==> config.mk <==
export PLATFORM = sky130hd
export DESIGN_NAME = mul_unit
export DESIGN_NICKNAME = d
export VERILOG_FILES = /design/src/rtl/arm_pkg.sv /design/src/rtl/mul_unit.sv
export SDC_FILE = /design/constraint.sdc
export NUM_CORES = 1
export LEC_CHECK = 0
export BUFFER_PORTS_ARGS = -buffer_cell sky130_fd_sc_hd__buf_2
export CAP_MARGIN = 5
export CORE_ASPECT_RATIO = 1.2
export CORE_MARGIN = 2
export CORE_UTILIZATION = 56
export CTS_CLUSTER_DIAMETER = 40
export CTS_CLUSTER_SIZE = 28
export DETAILED_ROUTE_END_ITERATION = 8
export PLACE_DENSITY = 0.8
export SLEW_MARGIN = 20
export SYNTH_ARGS = -nofsm -noshare
export SYNTH_HDL_FRONTEND = slang
export SYNTH_SLANG_ARGS = --single-unit
==> constraint.sdc <==
create_clock -name clk -period 3.8 [get_ports clk]
set_input_delay 0.76 -clock clk [delete_from_list [all_inputs] [get_ports clk]]
set_output_delay 0.76 -clock clk [all_outputs]
set_load 0.05 [all_outputs]
==> src/rtl/arm_pkg.sv <==
// Shared constants for the ARM execution units: register indexing
// and the iterative multiplier's state encoding.
package arm_pkg;

    localparam int REG_IDX_W = 4;

    localparam logic [REG_IDX_W-1:0] PC_IDX = 4'd15;

    localparam logic [1:0] IDLE  = 2'd0;
    localparam logic [1:0] CALC  = 2'd1;
    localparam logic [1:0] WRITE = 2'd2;

endpackage

==> src/rtl/mul_unit.sv <==
// Iterative MUL/MLA unit: shift-add over Rs with early exit once the
// remaining multiplier bits are zero, then a one-cycle write-back.
module mul_unit
    import arm_pkg::*;
#(
    parameter int DATA_W = 32
) (
    input  logic                 clk,
    input  logic                 rst,
    input  logic                 start,
    input  logic                 accumulate,
    input  logic                 set_flags,
    input  logic [REG_IDX_W-1:0] Rd,
    input  logic [DATA_W-1:0]    Rm_data,
    input  logic [DATA_W-1:0]    Rs_data,
    input  logic [DATA_W-1:0]    Rn_data,
    output logic                 busy,
    output logic                 done,
    output logic                 latch_reg,
    output logic [REG_IDX_W-1:0] Rd_out,
    output logic [DATA_W-1:0]    data_out,
    output logic                 flags_we,
    output logic                 flag_n,
    output logic                 flag_z
);

    logic [1:0]           state;
    logic [DATA_W-1:0]    acc;
    logic [DATA_W-1:0]    mcand;
    logic [DATA_W-1:0]    mplier;
    logic [REG_IDX_W-1:0] rd_q;
    logic                 s_q;

    logic [DATA_W-1:0]    acc_nxt;
    logic                 last;

    assign acc_nxt = mplier[0] ? acc + mcand : acc;
    assign last    = (mplier[DATA_W-1:1] == '0);
    assign busy    = (state != IDLE);

    // WRITE-cycle outputs are loaded on the final CALC edge so that
    // everything the register bank sees comes straight from flops.
    always_ff @(posedge clk) begin
        if (rst) begin
            state     <= IDLE;
            acc       <= '0;
            mcand     <= '0;
            mplier    <= '0;
            rd_q      <= '0;
            s_q       <= 1'b0;
            done      <= 1'b0;
            latch_reg <= 1'b0;
            Rd_out    <= '0;
            data_out  <= '0;
            flags_we  <= 1'b0;
            flag_n    <= 1'b0;
            flag_z    <= 1'b0;
        end else begin
            done      <= 1'b0;
            latch_reg <= 1'b0;
            flags_we  <= 1'b0;
            case (state)
                IDLE: begin
                    if (start) begin
                        acc    <= accumulate ? Rn_data : '0;
                        mcand  <= Rm_data;
                        mplier <= Rs_data;
                        rd_q   <= Rd;
                        s_q    <= set_flags;
                        state  <= CALC;
                    end
                end
                CALC: begin
                    acc    <= acc_nxt;
                    mcand  <= mcand << 1;
                    mplier <= mplier >> 1;
                    if (last) begin
                        state    <= WRITE;
                        done     <= 1'b1;
                        data_out <= acc_nxt;
                        // Writes to the PC are suppressed.
                        if (rd_q != PC_IDX) begin
                            latch_reg <= 1'b1;
                            Rd_out    <= rd_q;
                        end
                        if (s_q) begin
                            flags_we <= 1'b1;
                            flag_n   <= acc_nxt[DATA_W-1];
                            flag_z   <= (acc_nxt == '0);
                        end
                    end
                end
                WRITE: state <= IDLE;
                default: state <= IDLE;
            endcase
        end
    end

endmodule

# Yosys cells after proc, flatten, opt, wreduce, memory -nomap -nowiden
# Index checks and enable logic that the tools add are counted.
dict set report classes {
  div_mod_pow 0
  shifts 0
  n_reduce_logical 13
  eq_ne 4
  muxes 14
  n_addsub 1
  magnitude_cmp 0
  multipliers 0
  bitwise_logic 2
}
# op n
set op_table {}
lappend op_table {{$pmux 32 s2} 3}
lappend op_table {{$mux 32} 5}
lappend op_table {{$add 32x32->32} 1}
lappend op_table {{$logic_not 32->1} 1}
lappend op_table {{$logic_not 31->1} 1}
lappend op_table {{$reduce_and 2->1} 4}
lappend op_table {{$reduce_and 3->1} 2}
lappend op_table {{$mux 2} 2}
lappend op_table {{$ne 2x2->1 const B} 2}
lappend op_table {{$ne 4x4->1 const B} 1}
lappend op_table {{$pmux 2 s2} 1}
lappend op_table {{$reduce_bool 2->1} 2}
lappend op_table {{$mux 1} 3}
lappend op_table {{$reduce_or 3->1} 1}
lappend op_table {{$eq 2x1->1 const B} 1}
lappend op_table {{$logic_not 2->1} 1}
lappend op_table {{$not 1->1} 2}
lappend op_table {{$reduce_or 2->1} 1}
dict set report word_totals {
  ramBits 0
  register_bits 144
  mem_count 0
  romBits 0
  latch_bits 0
  out_inout_bits 42
  word_cells 47
  input_bits 105
}

# Longest topological paths before layout
dict set report logic_depth {
  word_depth 3
  depth_mapped 12
  mapped_depth_nobuf 12
}

# Least setup slack after synthesis
# OpenSTA, ideal clock, no wires.
dict set report synth_path {
  path_type {reg2reg}
  start {register acc[0]}
  end {register flag_z}
  setup_slack_ns 0.675
  required_ns 3.731
  period_less_slack_ns 3.125
  path_stages_with_launch 13
  path_buffers 0
  setup_ns 0.069
  t_arrival_ns 3.056
  path_cell_list {dfxtp_1 ha_1 fa_1 a211oi_1 o21a_1 a211oi_1 o21ai_1 mux2i_1 or3_1 a2111o_1 nor4_1 o2111ai_1 o21ai_1}
}
dict set report synth_via {
  elab_chain_cells 3
}
# item line_no
set synth_lines {}
lappend synth_lines {{from (decl)} mul_unit.sv:28} ;# logic [DATA_W-1:0] acc;
lappend synth_lines {{from (signal assigned)} mul_unit.sv:65} ;# acc <= accumulate ? Rn_data : '0;
lappend synth_lines {{from (signal assigned)} mul_unit.sv:74} ;# acc <= acc_nxt;
lappend synth_lines {{$add 32x32->32} mul_unit.sv:37} ;# assign acc_nxt = mplier[0] ? acc + mcand : acc;
lappend synth_lines {{$mux 32 *} mul_unit.sv:37}
lappend synth_lines {{$logic_not 32->1 *} mul_unit.sv:89} ;# flag_z <= (acc_nxt == '0);
lappend synth_lines {{to (signal assigned)} mul_unit.sv:89}
lappend synth_lines {{to (decl)} mul_unit.sv:24} ;# output logic flag_z
# Mark *: on every way between the ends. The rest lies on a longest branch, timed or not.
# A chain may end at the register's enable or synchronous reset.

# Worst setup path in the final report
# Ends and elaborated chain as after synthesis.

==> reports/qor.csv <==
metric,value,unit
status,finished clean,
total CTS buffers,17,
worst hold path type,flop to flop,
count of buffers from port buffering,146,
Max Slew Vio Count,0,
Core ar.,13800,um^2
worst min-delay path startpoint,data_out[2],
Worst setup EP type,flop,
syn avg cell area,7.78,um^2
mux contribution to synthesized area,1.94,%
Post-Syn Instances,1022,
Synth Area in Compound Gates,25.7,%
DRT iter0 DRCs,726,
CP max stage cell,fa_1,
Starting Density,57.5,%
fin crit period,3.49,ns
Internal,2.90,mW
Non-Filler Instances,1310,
main combinational cell family by area after synthesis,compound AO/OA/AOI/OAI gates,
CTS tree,built,
final setup vio count,0,
dpl cell area,8730,um^2
post-synthesis xor/xnor area fraction,1.87,%
residual DRC count,0,
clock latency on the worst-skew pair,0.44,ns
Post-Syn Nets,1159,
Finished Cell Area,9320,um^2
critical path startpoint category,flop,
Logic pwr share,18.2,%
worst reg2reg startpoint,acc[0],
P&R area growth vs syn,17.2,%
layout cells sized above 1,19.0,%
die width,113,um
Clk pwr share,40.5,%
Rows,47,
vias in the first global route,7544,
LEAKAGE,3.95,nW
gpl congestion,0.954,
pwr dens,440,nW/um^2
drt total wl,23100,um
Detailed Place HPWL,15800,um
Hold EP,data_out[2],
placed cells,1277,
post-synthesis adder-cell area fraction,5.13,%
clock root buffer,clkbuf_16,
most frequent cells in the layout,"nand2_1 (185), nor2_1 (165), buf_2 (145)",
largest net degree at the start of global routing,83,
dominant cell type by area after synthesis,dfxtp_1,
Yosys reg bits,144,
final net count,1262,
GRT overflow,0,
Ports,147,
RSZ-0062 raised after global routing,no,
drt wl/cell,17.7,um
Worst-path clk slew,0.06,ns
Via density,6.19,
worst path required time,4.17,ns
Psw,1.20,mW
CTS max path bufs,2,
Post-CTS Resized,0,
post-route setup TNS,0,ns
Sequential Power Share,41.3,%
number of synthesized flops with an enable pin,0,
Max Fclk,287,MHz
initial antenna violation count,3,
post-CTS setup buffers,0,
clock skew,0.0124,ns
Synth Cell Area,7950,um^2
Tot Pwr,4.10,mW
Post-synth ARST share,0,%
drt pass-1 iters,8,
die height,135,um
"Max FO, Critical Path",7,
Post-Synth Simple-Gate Area,24.9,%
share of the synthesized area in the top cell type,36.3,%
Final period util,91.8,%
Slew @ Worst Pin,0.853,ns
hold_ws,0.460,ns
reg-to-reg setup timing slack,0.31,ns
die area,15200,um^2
CTS Sinks,144,
max-cap viol count,0,
DP Worst Slack,0.292,ns
crit path DAT,3.86,ns
Rel. slew slack,43.2,%
Tot GR Track Use,30.1,%
post-route ant nets,0,
CP Cell Sequence,ha_1 > fa_1 > a211oi_1 > o21a_1 > a211oi_1 > o21ai_1 > mux2i_1 > or3_1 > a2111o_1 > nor4_1 > o2111ai_1 > o21ai_1,
Yosys cell types,68,
Final Hold Viols,0,
routed via count,8107,
register area share after synthesis,36.3,%
"commonest non-fill, non-tap cell in the layout",nand2_1,
main area contributors after synthesis,"dfxtp_1 (36%), nand2_1 (8.8%), nor2_1 (7.8%)",
R2R Path End,flag_z,
H-Tree Depth,4,
critical path's largest stage delay,0.42,ns
CP Class,flop to flop,
cts hold-fix bufs,0,
Net Sw Frac,29.2,%
Most used DFF post-synth,dfxtp_1,
hold path depth,2,
worst vdd ir,347,uV
r2r worst-path depth,12,
global-route wire length before repair,37100,um
Final WS setup,0.313,ns
yosys warns,0,
Final Util,67.4,%
[per-layer routing]
layer  global-route usage, %  routed length (um)  share of wire, %  vias to the layer above
li1                        -                   -                 -                     3972
met2                    49.2               11000                48                      284
met4                    12.1                 574               2.5                        2
met3                    7.09                1660               7.2                       50
met5                       0                  13             0.056                        -
met1                    38.4                9840                43                     3799
[cell type report]
| type | count | area, um^2 |
|---|---|---|
| tap | 171 | 214 |
| fill | 1177 | 4500 |
| antenna | 2 | 5.00 |
| clock inverter | 9 | 109 |
| inverter | 8 | 30.0 |
| clock buffer | 22 | 474 |
| multi-input combinational | 793 | 4760 |
| sequential | 144 | 2880 |
| timing repair buffer | 161 | 846 |
[cells in the mapped netlist (4+ instances only)]
cell type  count
a211oi_1      25
a21o_1         9
a21oi_1       51
a221oi_1       9
a222oi_1      19
a22oi_1        6
a311oi_1      64
a31o_2         4
and2_1         5
and3_1         6
buf_1          6
buf_2          4
clkbuf_1      65
dfxtp_1      144
ha_1          31
inv_1          8
mux2i_1       12
nand2_1      186
nand2b_1       8
nand3_1       12
nand4_1       12
nor2_1       166
nor2b_1        9
nor3_1        29
nor4_1        15
o211ai_1       5
o21a_1         7
o21ai_0       16
o21ai_1        4
o21bai_1       4
o31ai_1        5
or3_1          7
xnor2_1       11
xor2_1         6
[worst max path at each step]
stage	start	end	slack, ns	cells past startpoint
final	acc[0]	flag_z	0.31	12
after global routing	acc[0]	flag_z	0.04	12
after CTS	acc[0]	flag_z	0.30	12
after detailed placement	acc[0]	flag_z	0.29	12
after global placement	acc[0]	flag_z	0.37	12
after floorplan	acc[0]	flag_z	0.68	12
[power groups by stage]
stage | logic, mW | registers (mW) | clock network, mW
2_1_floorplan | 0.538 | 1.69 | 0
3_3_place_gp | 0.720 | 1.72 | 0
3_5_place_dp | 0.732 | 1.72 | 0
4_1_cts | 0.737 | 1.69 | 1.67
5_1_grt | 0.823 | 1.70 | 1.74
6_report | 0.745 | 1.69 | 1.66
[logic make-up (layout without fill, tap and decap cells)]
kind of cell               count (synthesis)  after routing
and+or+nand+nor                          463            463
DFF                                      144            144
AOI/OAI and AO/OA                        266            266
other                                      0              2
muxes                                     15             15
adders and majority gates                 32             32
buffers and inverters                     85            200
xor gates and xnor gates                  17             17
[critical path, delay by kind of cell, from the launching register on]
| kind | cells | cell delay, ns |
|---|---|---|
| AO/OA/AOI/OAI | 7 | 1.62 |
| multiplexers | 1 | 0.10 |
| AND/OR/NAND/NOR | 2 | 0.73 |
| flip-flops | 1 | 0.33 |
| adder cells (fa/ha/maj) | 2 | 0.65 |
Power figures use the tool's default switching activity.
